==> src/rtl/fifo_uart_tx.sv <==
// UART transmitter that pulls bytes from a FIFO (8N1, LSB first).
// One read pulse per byte; tx and tx_done are registered, so they lag the FSM by one cycle.
//
// state | meaning
// IDLE  | line idle; request a byte when the FIFO is not empty
// FETCH | capture the byte returned by the FIFO
// START | start bit (low)
// DATA  | eight data bits, LSB first
// STOP  | stop bit (high); tx_done marks its last cycle
module fifo_uart_tx #(
    parameter int CLKS_PER_BIT = 868
) (
    input  logic       clk,
    input  logic       rst,
    input  logic       empty,
    input  logic [7:0] fifo_data,
    output logic       RDEN,
    output logic       tx,
    output logic       busy,
    output logic       tx_done
);

    localparam int CNT_W = (CLKS_PER_BIT > 1) ? $clog2(CLKS_PER_BIT) : 1;
    localparam logic [CNT_W-1:0] CNT_MAX = CNT_W'(CLKS_PER_BIT - 1);

    typedef enum logic [2:0] {
        IDLE,
        FETCH,
        START,
        DATA,
        STOP
    } state_t;

    state_t           state_q, state_d;
    logic [CNT_W-1:0] cnt_q, cnt_d;
    logic [2:0]       idx_q, idx_d;
    logic [7:0]       shift_q, shift_d;
    logic             tx_q, tx_d;
    logic             done_q, done_d;
    logic             bit_end;

    assign bit_end = (cnt_q == CNT_MAX);

    always_comb begin
        state_d = state_q;
        cnt_d   = cnt_q;
        idx_d   = idx_q;
        shift_d = shift_q;
        tx_d    = 1'b1;
        done_d  = 1'b0;
        RDEN    = 1'b0;
        case (state_q)
            IDLE: begin
                // Reset also masks the request so no byte is popped during reset.
                if (!empty && !rst) begin
                    RDEN    = 1'b1;
                    state_d = FETCH;
                end
            end
            FETCH: begin
                shift_d = fifo_data;
                cnt_d   = '0;
                idx_d   = '0;
                state_d = START;
            end
            START: begin
                tx_d = 1'b0;
                if (bit_end) begin
                    cnt_d   = '0;
                    state_d = DATA;
                end else begin
                    cnt_d = cnt_q + 1'b1;
                end
            end
            DATA: begin
                tx_d = shift_q[0];
                if (bit_end) begin
                    cnt_d   = '0;
                    shift_d = {1'b0, shift_q[7:1]};
                    idx_d   = idx_q + 1'b1;
                    if (idx_q == 3'd7) begin
                        state_d = STOP;
                    end
                end else begin
                    cnt_d = cnt_q + 1'b1;
                end
            end
            STOP: begin
                tx_d = 1'b1;
                if (bit_end) begin
                    cnt_d   = '0;
                    done_d  = 1'b1;
                    state_d = IDLE;
                end else begin
                    cnt_d = cnt_q + 1'b1;
                end
            end
            default: begin
                state_d = IDLE;
            end
        endcase
    end

    always_ff @(posedge clk) begin
        if (rst) begin
            state_q <= IDLE;
            cnt_q   <= '0;
            idx_q   <= '0;
            shift_q <= '0;
            tx_q    <= 1'b1;
            done_q  <= 1'b0;
        end else begin
            state_q <= state_d;
            cnt_q   <= cnt_d;
            idx_q   <= idx_d;
            shift_q <= shift_d;
            tx_q    <= tx_d;
            done_q  <= done_d;
        end
    end

    assign tx      = tx_q;
    assign tx_done = done_q;
    assign busy    = (state_q != IDLE);

endmodule

==> config.mk <==
export PLATFORM = sky130hd
export DESIGN_NAME = fifo_uart_tx
export DESIGN_NICKNAME = d
export VERILOG_FILES = /design/src/rtl/fifo_uart_tx.sv
export SDC_FILE = /design/constraint.sdc
export NUM_CORES = 1
export LEC_CHECK = 0
export ABC_CLOCK_PERIOD_IN_PS = 2850
export CORE_MARGIN = 2
export CORE_UTILIZATION = 35
export DETAILED_ROUTE_END_ITERATION = 12
export GPL_TIMING_DRIVEN = 0
export PLACE_DENSITY = 0.65
export SLEW_MARGIN = 5
export SYNTH_ARGS = -nofsm -noshare
export SYNTH_HDL_FRONTEND = slang
export SYNTH_SLANG_ARGS = --single-unit
==> constraint.sdc <==
create_clock -name clk -period 2.85 [get_ports clk]
set_clock_uncertainty 0.15 [all_clocks]
set_input_delay 0.4275 -clock clk [delete_from_list [all_inputs] [get_ports clk]]
set_output_delay 0.4275 -clock clk [all_outputs]
set_load 0.05 [all_outputs]
==> results.md, run 1 <==
* Status: finished, final reports clean
* Mapped Nets at 182
* Worst reg-to-reg path cell count at 7
* Crit-path max FO at 10
* Mapped Cells at 168
* TNS Setup at 0 ps
* Area growth, synth to finish at 18.9%
* Hold WS at 330 ps
* RR Startpoint: cnt_q[0]$_SDFFE_PP0P_
* Drt first pass iters at 4
* Reg2Reg Setup Slack at 860 ps
* R2r endpoint: cnt_q[1]$_SDFFE_PP0P_
* Asr flop ratio synth at 0%
* Endpoints failing setup at 0
* Die Area at 0.00448 mm2
* Core ar. at 0.00374 mm2
* Final wirelength at 3.11 mm
* Vias in the first global route at 1,196
* Placed instance count at 229
* Top cells by area, synth: dfxtp_1 38%, a21oi_1 5.8%, mux2_2 5.7%
* Nets at 200
* CP startpoint kind: register
* Initial antenna violation count at 0
* Hold path endpoint: cnt_q[9]$_SDFFE_PP0P_
* PwrDens at 512 mW/mm2
* Max VDD drop at 0.209 mV
* CTS tree: built
* Clock sinks at 26
* Clk network pwr share at 36.4%
* WHS Path Cells at 1
* Class of the worst hold path: register to register
* Via count at 1,277
* CP Data Arrival Time at 2150 ps
* Final min period at 2730 ps
* Maximum clock rate at 0.367 GHz
* Post-DRT Antenna Nets at 0
* Worst hold start: cnt_q[9]$_SDFFE_PP0P_
* Total power at 0.844 mW
* Share of cells above drive strength 1 at 10.3%
* Setup WS pre-CTS at 355 ps
* I/O pins at 15
* Fillers at 395
* Clk_lat worst skew at 270 ps
* Register area share after synthesis at 37.6%
* Initial drt markers at 37
* Switch Pwr at 0.214 mW
* RSZ-0062 raised after global routing: no
* Congestion Overflow GR at 0
* Number of synthesized flops with an enable pin at 0
* Largest net degree at the start of global routing at 16
* Mapped Avg Cell Area at 8.24 um2
* Kind of critical path: register to output port
* Vias per cell at 5.48
* Mapped Area at 0.00139 mm2
* CTS buffer count at 3
* Int Power at 0.630 mW
* Final Non-Filler Cells at 233
* Final setup margin at 122 ps
* FF+latch count, synth at 26
* Ys Warns at 0
* Cell chosen for the clock root: clkbuf_8
* Main flop type after synthesis: dfxtp_1
* GPL Wtd Cong at 0.807
* Max Root-Sink Buffers at 2
* Cell variety after synth at 38
* Synth cell count leaders: 26 x dfxtp_1, 16 x a21oi_1, 13 x nor2_1, 12 x a31oi_1, 11 x nand2_1
* Worst Tran Pin Value at 508 ps
* Setup bufs post-CTS at 0
* Most common cell in the synthesized netlist: dfxtp_1
* Crit end category: output port
* Hold Vio Cnt, Final at 0
* Buffers on Ports at 13
* Site row count at 22
* Htree depth at 1
* Net switching share of the total power at 25.4%
* Clk pin slew, worst setup/hold paths at 100 ps
* Final critical-path share of the clock period at 95.7%
* Pins Over Slew Limit at 0
* Comb pwr share at 17.5%
* # DRC at 0
* CP Data Required Time at 2270 ps
* Post-cts resize count at 0
* Area leader, netlist: dfxtp_1
* Slew HR at 66.1%
* CTS Hold Bufs at 0
* Drt wl/cell at 13.4 um
* Synth top area share at 37.6%
* First-pass GRT wire length at 5.41 mm
* Antenna Cells at 0
* Post-DP HPWL at 2.23 mm
* Gr usage total at 15.5%
* Max-cap violations at 0
* Initial Utilization at 37.0%
* Static leakage at 0.555 nW
* Die H at 66.9 um
* Die X at 66.9 um
* Sequential share of power at 46.1%
-- per-layer routing --
| metal | up-vias | GRT usage [%] | wire, um |
|---|---|---|---|
| li1 | 663 | - | - |
| met1 | 580 | 20.7 | 1550 |
| met2 | 29 | 24.5 | 1400 |
| met3 | 5 | 2.70 | 114 |
| met4 | 0 | 6.63 | 46 |
| met5 | - | 0 | 0 |
-- layout by cell type, fill, tap and decap left out, types with 2 or more instances in the layout --
cell and instances:
a211o_1 2, a211oi_1 8, a21oi_1 16, a311oi_1 2, a31oi_1 12, and2_1 2
and3_1 4, buf_2 5, clkbuf_1 10, clkbuf_8 3, clkdlybuf4s50_1 13, dfxtp_1 26
ha_1 3, inv_1 2, mux2_2 7, nand2_1 11, nand2b_1 3, nand3_1 10
nand3b_1 2, nand4_1 7, nor2_1 13, nor3_1 5
-- area by class of cell --
| cell class | instances | area (um2) | area share [%] |
|---|---|---|---|
| clock inverter | 1 | 30.0 | 1.82 |
| tap | 48 | 60.1 | 3.65 |
| clock buffer | 3 | 41.3 | 2.51 |
| inverter | 2 | 7.51 | 0.456 |
| timing repair buffer | 13 | 130 | 7.90 |
| sequential | 26 | 520 | 31.6 |
| multi-input combinational | 124 | 787 | 47.8 |
| buffer | 16 | 70.1 | 4.26 |
-- critical path, stage by stage, from the launching register on --
cell and delay (ps):
dfxtp_1 310, buf_2 160, or3_1 310, clkbuf_1 140, nor3_1 140, clkdlybuf4s50_1 820
-- stage by stage --
step | util, % | cell area [um2]
after floorplan | - | 1390
after global placement | 42.1 | 1580
after detailed placement | 42.1 | 1580
after CTS | 44.0 | 1650
after global routing | 44.0 | 1650
final | 44.0 | 1650
-- sequential cells by signal, summed over array words and instances (netlist names) --
signal   cells
cnt_q       10
idx_q        3
state_q      3
shift_q      8
tx           1
tx_done      1
-- power groups by stage --
| stage | Combinational [mW] | Clock, mW | Sequential [mW] |
|---|---|---|---|
| final | 0.148 | 0.307 | 0.389 |
| after floorplan | 0.105 | 0 | 0.397 |
| after global routing | 0.164 | 0.325 | 0.391 |
| after detailed placement | 0.148 | 0 | 0.397 |
| after CTS | 0.149 | 0.311 | 0.389 |
| after global placement | 0.147 | 0 | 0.397 |
-- worst max-delay path by stage --
stage,end,cells past startpoint,slack (ps),start
detailed placement,RDEN,4,360,rst
finish,RDEN,5,120,state_q[0]$_SDFFE_PP0P_
CTS,RDEN,5,110,state_q[0]$_SDFFE_PP0P_
global placement,RDEN,4,360,rst
global route,RDEN,5,40,state_q[0]$_SDFFE_PP0P_
floorplan,RDEN,4,70,state_q[0]$_SDFFE_PP0P_
-- logic make-up (layout without fill, tap and decap cells) --
logic type                 after synthesis  count (layout)  share of synthesized area (%)
adders and majority gates                3               3                           2.71
muxes                                    8               8                           6.41
DFF                                     26              26                           37.6
AOI/OAI and AO/OA                       48              48                           22.9
xor gates and xnor gates                 1               1                          0.632
buffers and inverters                   18              35                           5.60
and+or+nand+nor                         64              64                           24.2
(Power assumes the default switching activity.)
==> run 2: changes to the inputs <==
- CORE_UTILIZATION: 35 -> 55
- PLACE_DENSITY: 0.65 -> 0.89
==> run 2 against run 1 <==
  * Non-clock buffer count did not move
  * Critical path type unchanged
  * Largest power group unchanged
  * Global-route usage is 9.8 points higher
  * Highest routed layer unchanged
  * First-iteration DRC count up 38%
  * Routed wire length rose by 10%
  * Die area is 34% lower
==> results.md, run 2 (synthesized netlist as in run 1, its figures left out) <==
* Status: finished, final reports clean
* Worst reg-to-reg path cell count at 6 (-1)
* Pins Over Slew Limit at 0 (unchanged)
* Capture point of the worst path: busy
* Initial Utilization at 56.9% (+20 points)
* Core ar. at 0.00243 mm2 (-35%)
* Worst setup path start: state_q[0]$_SDFFE_PP0P_
* Maximum clock rate at 0.387 GHz (+5.5%)
* GPL Wtd Cong at 0.850 (+5.3%)
* CTS tree: built
* Crit-path max FO at 10 (unchanged)
* Vias in the first global route at 1,266 (+5.9%)
* Initial antenna violation count at 0 (unchanged)
* Clk_lat worst skew at 340 ps (+70 ps)
* Area of the multi-input gates at 787 um2 (unchanged)
* Cell Area, Placed at 0.00155 mm2 (-1.4%)
* Max FFs per register at 10 (unchanged)
* Htree depth at 1 (unchanged)
* CP Data Arrival Time at 2010 ps (-140 ps)
* Buffers on Ports at 13 (unchanged)
* Gr usage total at 25.3% (+9.8 points)
* Most flop-heavy register: cnt_q
* Sequential share of power at 53.1% (+7.0 points)
* Worst Tran Pin Value at 493 ps (-15.1 ps)
* Initial drt markers at 51 (+38%)
* Biggest regs: cnt_q: 10 flops, shift_q: 8 flops
* Max VDD drop at 0.307 mV (+47%)
* Int Power at 0.520 mW (-17%)
* Share of cells above drive strength 1 at 10.3% (unchanged)
* Commonest non-fill, non-tap cell in the layout: dfxtp_1
* Die X at 54.2 um (-19%)
* Most frequent cells in the layout: 26 x dfxtp_1, 16 x a21oi_1, 13 x nor2_1
* Area growth, synth to finish at 14.6%
* Kind of critical path: register to output port
* Vias per cell at 6.47 (+18%)
* Drt first pass iters at 5 (+1)
* Total power at 0.735 mW (-13%)
* First-pass GRT wire length at 5.44 mm (+0.52%)
* CP startpoint kind: register
* Max Root-Sink Buffers at 2 (unchanged)
* RR Startpoint: cnt_q[0]$_SDFFE_PP0P_
* Switch Pwr at 0.215 mW (+0.44%)
* Static leakage at 0.544 nW (-2.0%)
* Die H at 54.2 um (-19%)
* Clk pin slew, worst setup/hold paths at 150 ps (+50 ps)
* Post-DP HPWL at 2.47 mm (+11%)
* Final min period at 2590 ps (-143 ps)
* Setup WS pre-CTS at 320 ps (-35.0 ps)
* Nets at 200 (unchanged)
* RSZ-0062 raised after global routing: no
* Fillers at 221 (-44%)
* CTS buffer count at 3 (unchanged)
* CP Data Required Time at 2270 ps (about the same)
* Register area at 520 um2 (unchanged)
* Slew HR at 67.0% (+0.90 points)
* Class of the worst hold path: register to register
* Congestion Overflow GR at 0 (unchanged)
* Via count at 1,390 (+8.8%)
* Net switching share of the total power at 29.2% (+3.9 points)
* Die Area at 0.00294 mm2 (-34%)
* Final setup margin at 264 ps (+143 ps)
* Clock sinks at 26 (unchanged)
* Clk network pwr share at 26.4% (-10 points)
* # DRC at 0 (unchanged)
* Largest net degree at the start of global routing at 15 (-1)
* Max-cap violations at 0 (unchanged)
* Cell chosen for the clock root: clkbuf_4
* Final wirelength at 3.43 mm (+10%)
* PwrDens at 463 mW/mm2 (-9.7%)
* Site row count at 18 (-18%)
* Utilization after layout at 65.3% (+21 points)
* Post-DRT Antenna Nets at 0 (unchanged)
* R2r endpoint: cnt_q[4]$_SDFFE_PP0P_
* I/O pins at 15 (unchanged)
* Hold Vio Cnt, Final at 0 (unchanged)
* Crit end category: output port
* Antenna Cells at 0 (unchanged)
* TNS Setup at 0 ps (unchanged)
* Design Area, Final at 0.00159 mm2 (-3.6%)
* Comb pwr share at 20.5% (+3.0 points)
* Endpoints failing setup at 0 (unchanged)
* Reg2Reg Setup Slack at 880 ps (+20 ps)
* Drt wl/cell at 15.9 um (+19%)
* Setup bufs post-CTS at 0 (unchanged)
* Final critical-path share of the clock period at 90.7% (-5.0 points)
-- run 2: cell types whose count changed in the layout (fill, tap and decap cells not counted) --
cell,before,now
clkdlybuf4s50_1,13,12
clkbuf_4,0,3
bufinv_16,1,0
dlygate4sd2_1,0,1
clkbuf_8,3,1
-- run 2: power by group through the flow --
stage               clock network (mW)  registers (mW)  logic, mW
finish                           0.194           0.390      0.151
global route                     0.208           0.392      0.163
CTS                              0.193           0.389      0.150
detailed placement                   0           0.397      0.150
global placement                     0           0.396      0.142
floorplan                            0           0.397      0.105
-- run 2: routing by layer --
layer,vias up,global-route usage (%),part of all wire (%)
li1,667,-,-
met1,657,31.1,43
met2,57,43.4,49
met3,9,3.06,5.6
met4,0,12.1,1.9
met5,-,0,0
-- run 2: worst min-delay path by stage --
stage                          start                    end  slack, ps  cells past startpoint
2_1_floorplan  cnt_q[9]$_SDFFE_PP0P_  cnt_q[9]$_SDFFE_PP0P_        280                      1
3_3_place_gp   cnt_q[9]$_SDFFE_PP0P_  cnt_q[9]$_SDFFE_PP0P_        300                      1
3_5_place_dp   cnt_q[9]$_SDFFE_PP0P_  cnt_q[9]$_SDFFE_PP0P_        320                      1
4_1_cts        cnt_q[9]$_SDFFE_PP0P_  cnt_q[9]$_SDFFE_PP0P_        340                      1
5_1_grt        cnt_q[9]$_SDFFE_PP0P_  cnt_q[9]$_SDFFE_PP0P_        360                      1
6_report       cnt_q[9]$_SDFFE_PP0P_  cnt_q[9]$_SDFFE_PP0P_        340                      1
-- run 2: worst max-delay path, stage by stage, from the launching register on --
cell,delay (ps)
dfxtp_1,330
buf_2,190
or3_1,120
clkbuf_1,190
clkdlybuf4s50_1,840
-- run 2: area by class of cell --
type	instances	share of cell area (%)
multi-input cells	124	49.6
flip-flops and latches	26	32.8
repair buffers	13	8.12
plain buffers	16	4.41
well taps	30	2.36
clock buffers	4	2.29
inverters	2	0.473
-- run 2: repair_timing --
item	in CTS	in global routing
hold buffers	0	0
endpoints found under the setup margin	1	0
hold endpoints to repair	0	0
resized for setup	1	0
-- run 2: through the flow --
stage	cells	hold WS (ps)
CTS	215	342
global placement	211	298
detailed placement	211	323
floorplan	168	282
finish	215	338
global route	215	363
==> run 3: changes to the inputs <==
- CORE_UTILIZATION: 55 -> 45
- DONT_BUFFER_PORTS: not set -> 1
- PLACE_DENSITY: 0.89 -> 0.71
==> run 3 against run 2 <==
  * Setup slack worse by 65 ps
  * First-iteration DRC count is 22% lower
  * Hold slack worse by 58 ps
  * Flip-flop and latch count stayed put
==> results.md, run 3 (synthesized netlist as in run 1, its figures left out) <==
* Max Root-Sink Buffers at 2 (unchanged)
* Antenna Cells at 0 (unchanged)
* Via count at 1,293 (-7.0%)
* Core ar. at 0.00298 mm2 (+22%)
* Met3 GRT Util at 2.62% (-0.44 points)
* Cell chosen for the clock root: clkbuf_4
* Vias in the first global route at 1,204 (-4.9%)
* Setup WS pre-CTS at 392 ps (+71.8 ps)
* Commonest non-fill, non-tap cell in the layout: dfxtp_1
* Congestion Overflow GR at 0 (unchanged)
* Initial Utilization at 46.5% (-10 points)
* PwrDens at 520 mW/mm2 (+12%)
* First-pass GRT wire length at 5.44 mm (unchanged)
* Htree depth at 1 (unchanged)
* Worst reg-to-reg path cell count at 6 (unchanged)
* Largest net degree at the start of global routing at 16 (+1)
* Endpoints failing setup at 0 (unchanged)
* Kind of critical path: register to output port
* Max VDD drop at 0.243 mV (-21%)
* Crit-path max FO at 10 (unchanged)
* Met2 Resource Use GR at 31.2% (-12 points)
* Reg2Reg Setup Slack at 750 ps (-130 ps)
* WHS Path Cells at 3 (+2)
* Static leakage at 0.501 nW (-8.0%)
* Utilization after layout at 50.0% (-15 points)
* Drt wl/cell at 15.4 um (-3.1%)
* Most flop-heavy register: cnt_q
* Max-cap violations at 0 (unchanged)
* Final wirelength at 3.16 mm (-7.6%)
* Area growth, synth to finish at 7.59%
* Pins Over Slew Limit at 0 (unchanged)
* Share of cells above drive strength 1 at 11.6% (+1.4 points)
* Vias per cell at 6.31 (-2.4%)
* Die Area at 0.00354 mm2 (+21%)
* Hold WS at 281 ps (-57.5 ps)
* Setup bufs post-CTS at 0 (unchanged)
* Die X at 59.5 um (+9.8%)
* CP Data Arrival Time at 2070 ps (+60 ps)
* Final setup margin at 199 ps (-65.0 ps)
* Biggest regs: cnt_q: 10 flops, shift_q: 8 flops
* Fillers at 289 (+31%)
* CP Data Required Time at 2270 ps (about the same)
* Clock sinks at 26 (unchanged)
* Cell Area, Placed at 0.00143 mm2 (-7.8%)
* Slew HR at 42.3% (-25 points)
* Post-DRT Antenna Nets at 0 (unchanged)
* Crit end category: output port
* Drt first pass iters at 4 (-1)
* Register area at 520 um2 (unchanged)
* Met1 Use GR at 27.0% (-4.2 points)
* Die H at 59.5 um (+9.8%)
* Nets at 187 (-6.5%)
* Area of the multi-input gates at 798 um2 (+1.4%)
* Gr usage total at 20.0% (-5.4 points)
* Hold Vio Cnt, Final at 0 (unchanged)
* Status: finished, final reports clean
* Worst Tran Pin Value at 865 ps (+372 ps)
* GPL Wtd Cong at 0.890 (+4.7%)
* R2r endpoint: cnt_q[8]$_SDFFE_PP0P_
* CTS tree: built
* Most frequent cells in the layout: 26 x dfxtp_1, 16 x a21oi_1, 13 x nor2_1
* Initial drt markers at 40 (-22%)
* Site row count at 20 (+2)
* Worst hold start: fifo_data[7]
* Buffers on Ports at 0 (-13)
* I/O pins at 15 (unchanged)
* Final critical-path share of the clock period at 93.0% (+2.3 points)
* Maximum clock rate at 0.377 GHz (-2.5%)
* Max FFs per register at 10 (unchanged)
* Initial antenna violation count at 0 (unchanged)
* Clk_lat worst skew at 330 ps (about the same)
* Hold path endpoint: shift_q[7]$_SDFFE_PP0P_
* CTS buffer count at 3 (unchanged)
* Most Used Layer, Global Route: met2
* Final min period at 2650 ps (+65.0 ps)
* Design Area, Final at 0.00149 mm2 (-6.1%)
* Clk pin slew, worst setup/hold paths at 150 ps (about the same)
* CP startpoint kind: register
* Post-DP HPWL at 2.33 mm (-5.8%)
* RR Startpoint: state_q[0]$_SDFFE_PP0P_
* Class of the worst hold path: primary input to register
* # DRC at 0 (unchanged)
* RSZ-0062 raised after global routing: no
[run 3: worst max-delay path: stages, from the launching register on]
cell,delay (ps)
dfxtp_1,320
buf_2,160
or3_1,310
clkbuf_1,390
nor3_4,570
[run 3: cell type report]
cell class | count | area share, %
plain buffers | 16 | 4.70
clock buffers | 3 | 1.51
clock inverters | 1 | 2.02
inverters | 2 | 0.504
multi-input cells | 124 | 53.6
flip-flops and latches | 26 | 34.9
well taps | 33 | 2.77
[run 3: how the worst max path moves through the flow]
stage	depth (start not counted)	slack, ps	to	start
after floorplan	4	70	RDEN	state_q[0]$_SDFFE_PP0P_
after CTS	4	10	RDEN	state_q[0]$_SDFFE_PP0P_
after global routing	4	100	RDEN	state_q[0]$_SDFFE_PP0P_
final	4	200	RDEN	state_q[0]$_SDFFE_PP0P_
after detailed placement	4	390	RDEN	state_q[0]$_SDFFE_PP0P_
after global placement	4	-60	RDEN	state_q[0]$_SDFFE_PP0P_
[run 3: layer usage]
| metal | up-vias | wire, um |
|---|---|---|
| met5 | - | 0 |
| met2 | 29 | 1500 |
| li1 | 640 | - |
| met3 | 9 | 127 |
| met4 | 0 | 77 |
| met1 | 615 | 1460 |
[run 3: per-stage QoR]
stage                     setup TNS [ps]  total power [mW]  instances
after global placement             -61.9             0.520        201
final                                  0             0.775        205
after global routing                   0             0.812        205
after CTS                              0             0.776        205
after detailed placement               0             0.526        201
after floorplan                        0             0.502        168
[run 3: what timing repair did]
action | CTS | global route
setup endpoints to repair | 0 | 1
resized for setup | 0 | 1
hold buffers | 0 | 0
[run 3: report_power, final]
| group | leakage, nW | internal [mW] | switching, mW |
|---|---|---|---|
| Combinational | 0.262 | 0.0463 | 0.0825 |
| Clock | 0.0279 | 0.142 | 0.112 |
| Sequential | 0.211 | 0.380 | 0.0128 |
